<file path="config.mk">
export PLATFORM = sky130hd
export DESIGN_NAME = game_score_engine_flat
export DESIGN_NICKNAME = d
export VERILOG_FILES = /design/src/rtl/game_pkg.sv /design/src/rtl/game_score_engine_if.sv /design/src/rtl/game_score_engine_serial_divider.sv /design/src/rtl/game_score_engine.sv /design/src/flat_wrapper.sv
export SDC_FILE = /design/constraint.sdc
export NUM_CORES = 1
export LEC_CHECK = 0
export ABC_AREA = 1
export BUFFER_PORTS_ARGS = -buffer_cell sky130_fd_sc_hd__buf_2
export CORE_MARGIN = 4
export CORE_UTILIZATION = 50
export CTS_CLUSTER_DIAMETER = 80
export CTS_CLUSTER_SIZE = 20
export DETAILED_ROUTE_END_ITERATION = 16
export MAX_ROUTING_LAYER = met4
export PLACE_DENSITY = 0.69
export SLEW_MARGIN = 20
export SYNTH_ARGS = -nofsm -noshare
export SYNTH_HDL_FRONTEND = slang
export SYNTH_HIERARCHICAL = 1
export SYNTH_SLANG_ARGS = --single-unit
</file>
<file path="constraint.sdc">
create_clock -name clk -period 10.7 [get_ports clk]
set_input_delay 1.07 -clock clk [delete_from_list [all_inputs] [get_ports clk]]
set_output_delay 1.07 -clock clk [all_outputs]
set_load 0.005 [all_outputs]
</file>
<file path="src/rtl/game_pkg.sv">
// Shared types and defaults for the game score datapath.
// State encoding, numerator width derivation and default timing constants.
package game_pkg;

  typedef enum logic [2:0] {
    ST_IDLE,
    ST_SAMPLE,
    ST_DIVIDE,
    ST_APPLY,
    ST_DONE
  } score_state_t;

  localparam int GRACE_S   = 60;
  localparam int LIMIT_S   = 1800;
  localparam int MAX_SCORE = 100;

  function automatic int num_w(input int timer_w, input int score_w);
    return timer_w + score_w;
  endfunction

endpackage

</file>
<file path="src/rtl/game_score_engine_if.sv">
// Score reporting bus from the score engine toward display/UART logic.
// Pure wires; no flow control, consumers sample the pulses as they occur.
interface game_score_if #(
  parameter int SCORE_W = 7
);
  logic [SCORE_W-1:0] score;
  logic               score_valid;
  logic [SCORE_W-1:0] final_score;
  logic               final_valid;
  logic [SCORE_W-1:0] best_score;
  logic               new_record;

  modport master (
    output score, score_valid, final_score, final_valid, best_score, new_record
  );

  modport slave (
    input score, score_valid, final_score, final_valid, best_score, new_record
  );
endinterface

</file>
<file path="src/rtl/game_score_engine_serial_divider.sv">
// Restoring divider, one quotient bit per cycle; N_W cycles after start.
// done is high during the final iteration; quot is valid the following cycle.
module serial_divider #(
  parameter int N_W = 18,
  parameter int D_W = 11
) (
  input  logic           clk,
  input  logic           reset,
  input  logic           start,
  input  logic           abort,
  input  logic [N_W-1:0] numer,
  input  logic [D_W-1:0] denom,
  output logic           done,
  output logic [N_W-1:0] quot
);
  localparam int CW = $clog2(N_W + 1);

  logic [N_W-1:0] quot_q, quot_d;
  logic [D_W-1:0] rem_q, rem_d;
  logic [D_W-1:0] den_q, den_d;
  logic [CW-1:0]  cnt_q, cnt_d;
  logic [D_W:0]   rem_sh;
  logic [D_W-1:0] rem_sub;

  always_comb begin
    rem_sh  = {rem_q, quot_q[N_W-1]};
    rem_sub = rem_sh[D_W-1:0] - den_q;
    quot_d  = quot_q;
    rem_d   = rem_q;
    den_d   = den_q;
    cnt_d   = cnt_q;
    if (abort) begin
      cnt_d = '0;
    end else if (start) begin
      quot_d = numer;
      rem_d  = '0;
      den_d  = denom;
      cnt_d  = CW'(N_W);
    end else if (cnt_q != '0) begin
      // remainder stays below the divisor, so the subtraction fits D_W bits
      if (rem_sh >= {1'b0, den_q}) begin
        rem_d  = rem_sub;
        quot_d = {quot_q[N_W-2:0], 1'b1};
      end else begin
        rem_d  = rem_sh[D_W-1:0];
        quot_d = {quot_q[N_W-2:0], 1'b0};
      end
      cnt_d = cnt_q - CW'(1);
    end
  end

  always_ff @(posedge clk) begin
    if (reset) begin
      quot_q <= '0;
      rem_q  <= '0;
      den_q  <= '0;
      cnt_q  <= '0;
    end else begin
      quot_q <= quot_d;
      rem_q  <= rem_d;
      den_q  <= den_d;
      cnt_q  <= cnt_d;
    end
  end

  assign done = (cnt_q == CW'(1));
  assign quot = quot_q;

endmodule

</file>
<file path="src/rtl/game_score_engine.sv">
// Time-decaying game score with penalties, win latch and per-level best score.
// Live score every NUM_W+2 cycles, final NUM_W+3 after a win; no backpressure.
module game_score_engine #(
  parameter int TIMER_W      = 11,
  parameter int SCORE_W      = 7,
  parameter int MAX_SCORE    = game_pkg::MAX_SCORE,
  parameter int GRACE_S      = game_pkg::GRACE_S,
  parameter int LIMIT_S      = game_pkg::LIMIT_S,
  parameter int ERR_PENALTY  = 5,
  parameter int HINT_PENALTY = 10,
  parameter int N_DIFF       = 3
) (
  input  logic                      clk,
  input  logic                      reset,
  input  logic [TIMER_W-1:0]        timer,
  input  logic                      playing_condition,
  input  logic                      error_pulse,
  input  logic                      hint_pulse,
  input  logic                      game_won,
  input  logic [$clog2(N_DIFF)-1:0] difficulty,
  game_score_if.master              rpt
);
  import game_pkg::*;

  localparam int NUM_W  = num_w(TIMER_W, SCORE_W);
  localparam int DIFF_W = $clog2(N_DIFF);
  localparam int PW     = SCORE_W + 8;
  localparam logic [TIMER_W-1:0] SPAN  = TIMER_W'(LIMIT_S - GRACE_S);
  localparam logic [TIMER_W-1:0] GRACE = TIMER_W'(GRACE_S);

  score_state_t       state_q, state_d;
  logic [3:0]         err_cnt_q, err_cnt_d, hint_cnt_q, hint_cnt_d;
  logic               win_pend_q, win_pend_d;
  logic [DIFF_W-1:0]  win_diff_q, win_diff_d;
  logic [TIMER_W-1:0] win_timer_q, win_timer_d;
  logic [SCORE_W-1:0] score_q, score_d, final_score_q, final_score_d;
  logic               score_valid_q, score_valid_d, final_valid_q, final_valid_d;
  logic               new_record_q, new_record_d;
  logic [SCORE_W-1:0] best_q [N_DIFF];
  logic [SCORE_W-1:0] best_d [N_DIFF];

  logic [TIMER_W-1:0] samp_timer, over, elapsed;
  logic [NUM_W-1:0]   numer, quot, t_full;
  logic [PW-1:0]      pen;
  logic [SCORE_W-1:0] result;
  logic               div_start, div_abort, div_done, cnt_ok;

  serial_divider #(.N_W(NUM_W), .D_W(TIMER_W)) u_div (
    .clk   (clk),
    .reset (reset),
    .start (div_start),
    .abort (div_abort),
    .numer (numer),
    .denom (SPAN),
    .done  (div_done),
    .quot  (quot)
  );

  // the win computation uses the timer captured in the game_won cycle
  always_comb begin
    samp_timer = win_pend_q ? win_timer_q : timer;
    over       = samp_timer - GRACE;
    if (samp_timer <= GRACE)  elapsed = '0;
    else if (over >= SPAN)    elapsed = SPAN;
    else                      elapsed = over;
    numer  = NUM_W'(elapsed) * NUM_W'(MAX_SCORE);
    t_full = NUM_W'(MAX_SCORE) - quot;
    pen    = PW'(err_cnt_q) * PW'(ERR_PENALTY) + PW'(hint_cnt_q) * PW'(HINT_PENALTY);
    result = (t_full > NUM_W'(pen)) ? SCORE_W'(t_full - NUM_W'(pen)) : '0;
  end

  always_comb begin
    state_d       = state_q;
    err_cnt_d     = err_cnt_q;
    hint_cnt_d    = hint_cnt_q;
    win_pend_d    = win_pend_q;
    win_diff_d    = win_diff_q;
    win_timer_d   = win_timer_q;
    score_d       = score_q;
    score_valid_d = 1'b0;
    final_score_d = final_score_q;
    final_valid_d = final_valid_q;
    new_record_d  = 1'b0;
    best_d        = best_q;
    div_start     = 1'b0;
    div_abort     = 1'b0;
    cnt_ok        = playing_condition && (state_q != ST_DONE);

    if (cnt_ok && error_pulse && err_cnt_q != 4'hf) err_cnt_d = err_cnt_q + 4'd1;
    if (cnt_ok && hint_pulse && hint_cnt_q != 4'hf) hint_cnt_d = hint_cnt_q + 4'd1;

    if (!playing_condition) begin
      state_d       = ST_IDLE;
      score_d       = '0;
      err_cnt_d     = '0;
      hint_cnt_d    = '0;
      win_pend_d    = 1'b0;
      final_valid_d = 1'b0;
      div_abort     = 1'b1;
    end else begin
      case (state_q)
        ST_IDLE:   state_d = ST_SAMPLE;
        ST_SAMPLE: begin
          div_start = 1'b1;
          state_d   = ST_DIVIDE;
        end
        ST_DIVIDE: if (div_done) state_d = ST_APPLY;
        ST_APPLY: begin
          score_d       = result;
          score_valid_d = 1'b1;
          state_d       = ST_SAMPLE;
          if (win_pend_q) begin
            final_score_d = result;
            final_valid_d = 1'b1;
            win_pend_d    = 1'b0;
            state_d       = ST_DONE;
            if (int'(win_diff_q) < N_DIFF && result > best_q[win_diff_q]) begin
              best_d[win_diff_q] = result;
              new_record_d       = 1'b1;
            end
          end
        end
        default: state_d = state_q;
      endcase
      if (game_won && state_q != ST_DONE) begin
        win_pend_d  = 1'b1;
        win_diff_d  = difficulty;
        win_timer_d = timer;
        div_start   = 1'b0;
        div_abort   = 1'b1;
        state_d     = ST_SAMPLE;
      end
    end
  end

  always_ff @(posedge clk) begin
    if (reset) begin
      state_q       <= ST_IDLE;
      err_cnt_q     <= '0;
      hint_cnt_q    <= '0;
      win_pend_q    <= 1'b0;
      win_diff_q    <= '0;
      win_timer_q   <= '0;
      score_q       <= '0;
      score_valid_q <= 1'b0;
      final_score_q <= '0;
      final_valid_q <= 1'b0;
      new_record_q  <= 1'b0;
      for (int i = 0; i < N_DIFF; i++) best_q[i] <= '0;
    end else begin
      state_q       <= state_d;
      err_cnt_q     <= err_cnt_d;
      hint_cnt_q    <= hint_cnt_d;
      win_pend_q    <= win_pend_d;
      win_diff_q    <= win_diff_d;
      win_timer_q   <= win_timer_d;
      score_q       <= score_d;
      score_valid_q <= score_valid_d;
      final_score_q <= final_score_d;
      final_valid_q <= final_valid_d;
      new_record_q  <= new_record_d;
      best_q        <= best_d;
    end
  end

  assign rpt.score       = score_q;
  assign rpt.score_valid = score_valid_q;
  assign rpt.final_score = final_score_q;
  assign rpt.final_valid = final_valid_q;
  assign rpt.new_record  = new_record_q;
  assign rpt.best_score  = (int'(difficulty) < N_DIFF) ? best_q[difficulty] : '0;

endmodule

</file>
<file path="src/flat_wrapper.sv">
// flat-port wrapper written by rule: the top's interface ports become plain ports
module game_score_engine_flat import game_pkg::*;
#(
  parameter int TIMER_W      = 11,
  parameter int SCORE_W      = 7,
  parameter int MAX_SCORE    = game_pkg::MAX_SCORE,
  parameter int GRACE_S      = game_pkg::GRACE_S,
  parameter int LIMIT_S      = game_pkg::LIMIT_S,
  parameter int ERR_PENALTY  = 5,
  parameter int HINT_PENALTY = 10,
  parameter int N_DIFF       = 3
)
  (clk, reset, timer, playing_condition, error_pulse, hint_pulse, game_won, difficulty, rpt_score, rpt_score_valid, rpt_final_score, rpt_final_valid, rpt_best_score, rpt_new_record);
  game_score_if #(.SCORE_W(SCORE_W)) rpt_i ();
  input  logic clk;
  input  logic reset;
  input  logic [TIMER_W-1:0] timer;
  input  logic playing_condition;
  input  logic error_pulse;
  input  logic hint_pulse;
  input  logic game_won;
  input  logic [$clog2(N_DIFF)-1:0] difficulty;
  output wire logic [$bits(rpt_i.score)-1:0] rpt_score;
  output wire logic [$bits(rpt_i.score_valid)-1:0] rpt_score_valid;
  output wire logic [$bits(rpt_i.final_score)-1:0] rpt_final_score;
  output wire logic [$bits(rpt_i.final_valid)-1:0] rpt_final_valid;
  output wire logic [$bits(rpt_i.best_score)-1:0] rpt_best_score;
  output wire logic [$bits(rpt_i.new_record)-1:0] rpt_new_record;
  assign rpt_score = rpt_i.score;
  assign rpt_score_valid = rpt_i.score_valid;
  assign rpt_final_score = rpt_i.final_score;
  assign rpt_final_valid = rpt_i.final_valid;
  assign rpt_best_score = rpt_i.best_score;
  assign rpt_new_record = rpt_i.new_record;
  game_score_engine #(.TIMER_W(TIMER_W), .SCORE_W(SCORE_W), .MAX_SCORE(MAX_SCORE), .GRACE_S(GRACE_S), .LIMIT_S(LIMIT_S), .ERR_PENALTY(ERR_PENALTY), .HINT_PENALTY(HINT_PENALTY), .N_DIFF(N_DIFF)) u_core (.clk(clk), .reset(reset), .timer(timer), .playing_condition(playing_condition), .error_pulse(error_pulse), .hint_pulse(hint_pulse), .game_won(game_won), .difficulty(difficulty), .rpt(rpt_i));
endmodule
</file>
==> results.json <==
{
  "path_max_fanout": 14,
  "syn_inst": 1139,
  "ctsHoldBuffers": 0,
  "dp_slack_ns": 4.996,
  "dieWidth_um": 135.2,
  "start_util_pct": 50.96,
  "synth_edf_count": 0,
  "clk_path_buf_depth": 2,
  "cts_buffers": 9,
  "gp_congestion": 0.8636,
  "cts_sinks": 108,
  "cp-start-kind": "flip-flop",
  "port_buffers": 42,
  "grt_pass1_wl_mm": 30.73,
  "avgSynthCellArea_um2": 7.107,
  "ys_top_cells_by_count": "216 x nand2_1, 166 x inv_1, 108 x dfxtp_1, 100 x a21oi_1, 89 x o21ai_0",
  "status": "completed",
  "die_y_um": 135.2,
  "crit_arrival_ns": 6.11,
  "drt-total-wl_mm": 18.09,
  "firstDrtPassIters": 5,
  "syn-cell-area_um2": 8095,
  "fill_cells": 1593,
  "regArea_um2": 2162,
  "die_area_um2": 18290,
  "synth_most_common_cell": "nand2_1",
  "vias": 7233,
  "antenna_found_initial": 0,
  "skew_ns": 0.009699,
  "p_leak_uw": 0.004266,
  "num-nets-final": 1290,
  "drc": 0,
  "grt_pass1_vias": 6598,
  "grtUsageTotal_pct": 20.74,
  "ys_types": 50,
  "drv_slew": 0,
  "ys_seq_elements": 108,
  "cp.required_ns": 10.98,
  "worst_slack_ns": 4.868,
  "gr-total-overflow": 0,
  "fmax_mhz": 171.5,
  "grt_max_degree": 41,
  "drtAntennaViolNets": 0,
  "io-pin-count": 43,
  "clk_latency_ns": 0.36,
  "ys_top_cells_by_area": "dfxtp_1 27%, ha_1 13%, nand2_1 10%, inv_1 7.7%, a21oi_1 6.2%",
  "n_antenna_cell": 0,
  "synth.yosys.warnings": 6,
  "clkTransAtPathRegs_ns": 0.08,
  "yosys.area.top_type": "dfxtp_1",
  "dominantRegCellSynth": "dfxtp_1",
  "dp_hpwl_mm": 13.82,
  "drive_gt1_share_pct": 10.28,
  "num_rows": 46,
  "peakVddDrop_v": 0.0001258,
  "multiInputGateArea_um2": 5135,
  "async_flop_share_pct": 0,
  "seq_area_frac_synth_pct": 26.71,
  "worst_slew_pin_slew_ns": 1.015,
  "setup_tns_ns": 0,
  "hold_viol": 0,
  "period_share_pct": 54.51,
  "p_per_area_nw_per_um2": 143.7,
  "cts_setup_buffers": 0,
  "maxSlewHeadroom_pct": 32.23,
  "end_kind": "flip-flop",
  "avgViaCountPerCell": 5.192,
  "area_growth_pct": 8.207,
  "drtIter0Drc": 518,
  "cts_resized": 0,
  "synth.top_cell.area_share_pct": 26.71,
  "routedWlPerCell_um": 12.99,
  "max-cap-violations": 0,
  "h-tree-depth": 3,
  "cts-root-buf": "clkbuf_16",
  "period_minus_slack_ns": 5.832,
  "cts_tree": "yes",
  "grt_setup_unrepaired": "false",
  "finalSetupViolCount": 0,
  "min_path_type": "reg -> reg",
  "critical_path_class": "reg -> reg",
  "coreArea_um2": 15890
}
## kinds of logic (layout without fill, tap and decap cells)
family          count (synthesis)  after routing  synth area share, %
other cells                     2             13              0.09277
xor+xnor                       39             39                4.220
buf+inv                       205            232                10.37
simple gates                  423            423                24.02
compound gates                263            263                18.18
fa+ha+maj                      99             99                16.41
flops                         108            108                26.71
## cell type report
type	count	share of cell area, %
Multi-Input combinational cell	837	58.62
Sequential cell	108	24.68
Inverter	172	7.399
Tap cell	216	3.085
Clock buffer	10	2.728
Timing Repair Buffer	44	2.571
Clock inverter	6	0.9142
## where the power goes
part | internal (uW) | switching (uW)
clock | 194 | 163
sequential | 408 | 6.54
combinational | 190 | 297
## cell usage in the layout (no fill, tap or decap), types with 4 or more instances in the layout
master and instances:
o221ai_1 4, nor2_4 4, inv_1 166, o21ai_0 89, nand3_2 18, fa_1 12
nand4_1 10, nand3_1 49, nand2_2 13, xor2_1 25, nor2_1 82, clkbuf_16 9
nor3_1 7, o32ai_1 6, o21ai_1 17, nand2_1 216, ha_1 87, a21oi_1 100
a31oi_1 20, nand3b_1 12, buf_2 42, a21oi_2 12, xnor2_1 14, conb_1 13
dfxtp_1 108
## routing by layer
| metal | wire (um) | global-route usage, % |
|---|---|---|
| met5 | 0 | - |
| met4 | 196 | 5.375 |
| met3 | 681 | 2.935 |
| met2 | 8312 | 31.97 |
| met1 | 8900 | 28.79 |
## final timing paths
kind | slack [ns] | from | depth (start not counted) | end
hold / removal | 0.46 | u_core/win_timer_q[8] | 2 | u_core/win_timer_q[8]
hold reg to reg | 0.46 | u_core/win_timer_q[8] | 2 | u_core/win_timer_q[8]
setup / recovery | 4.87 | u_core/hint_cnt_q[3] | 24 | u_core/best_q[5]
setup reg to reg | 4.87 | u_core/hint_cnt_q[3] | 24 | u_core/best_q[5]
## stage by stage
stage / std cells / instance area [um^2] / utilization [%] / total power, uW / hold WS, ns
2_1_floorplan: 1150 / 8137 / - / 815.1 / 0.4292
3_3_place_gp: 1377 / 8441 / 53.13 / 901.9 / 0.4439
3_5_place_dp: 1377 / 8441 / 53.13 / 909.6 / 0.4476
4_1_cts: 1393 / 8760 / 55.14 / 1271 / 0.4604
5_1_grt: 1393 / 8760 / 55.14 / 1364 / 0.4792
6_report: 1393 / 8760 / 55.14 / 1259 / 0.4590
## critical path, cell delays in order (launching register included)
cell and delay, ns:
dfxtp_1 0.46, ha_1 0.29, ha_1 0.22, fa_1 0.45, ha_1 0.29, ha_1 0.35
a21oi_1 0.15, inv_1 0.05, a31oi_1 0.21, xor2_1 0.11, ha_1 0.34, nand2_1 0.05
or4_1 0.48, nand2_1 0.10, nand3_2 0.15, nand2_1 0.30, inv_1 0.09, ha_1 0.32
nand4_1 0.12, o22ai_1 0.08, nor2_1 0.08, o21ai_1 0.11, nor2_1 0.65, o21ai_0 0.17
a21oi_1 0.17
## registers in the layout, indices dropped and copies added (netlist names), 2 cells and up
| register | flops |
|---|---|
| u_core/u_div/cnt_q | 5 |
| u_core/err_cnt_q | 4 |
| u_core/hint_cnt_q | 4 |
| u_core/win_timer_q | 11 |
| u_core/best_q | 21 |
| u_core/u_div/den_q | 11 |
| u_core/state_q | 3 |
| u_core/u_div/quot | 18 |
| u_core/u_div/rem_q | 11 |
| u_core/win_diff_q | 2 |
| u_core/rpt.final_score | 7 |
| u_core/rpt.score | 7 |
Power figures use the tool's default switching activity.
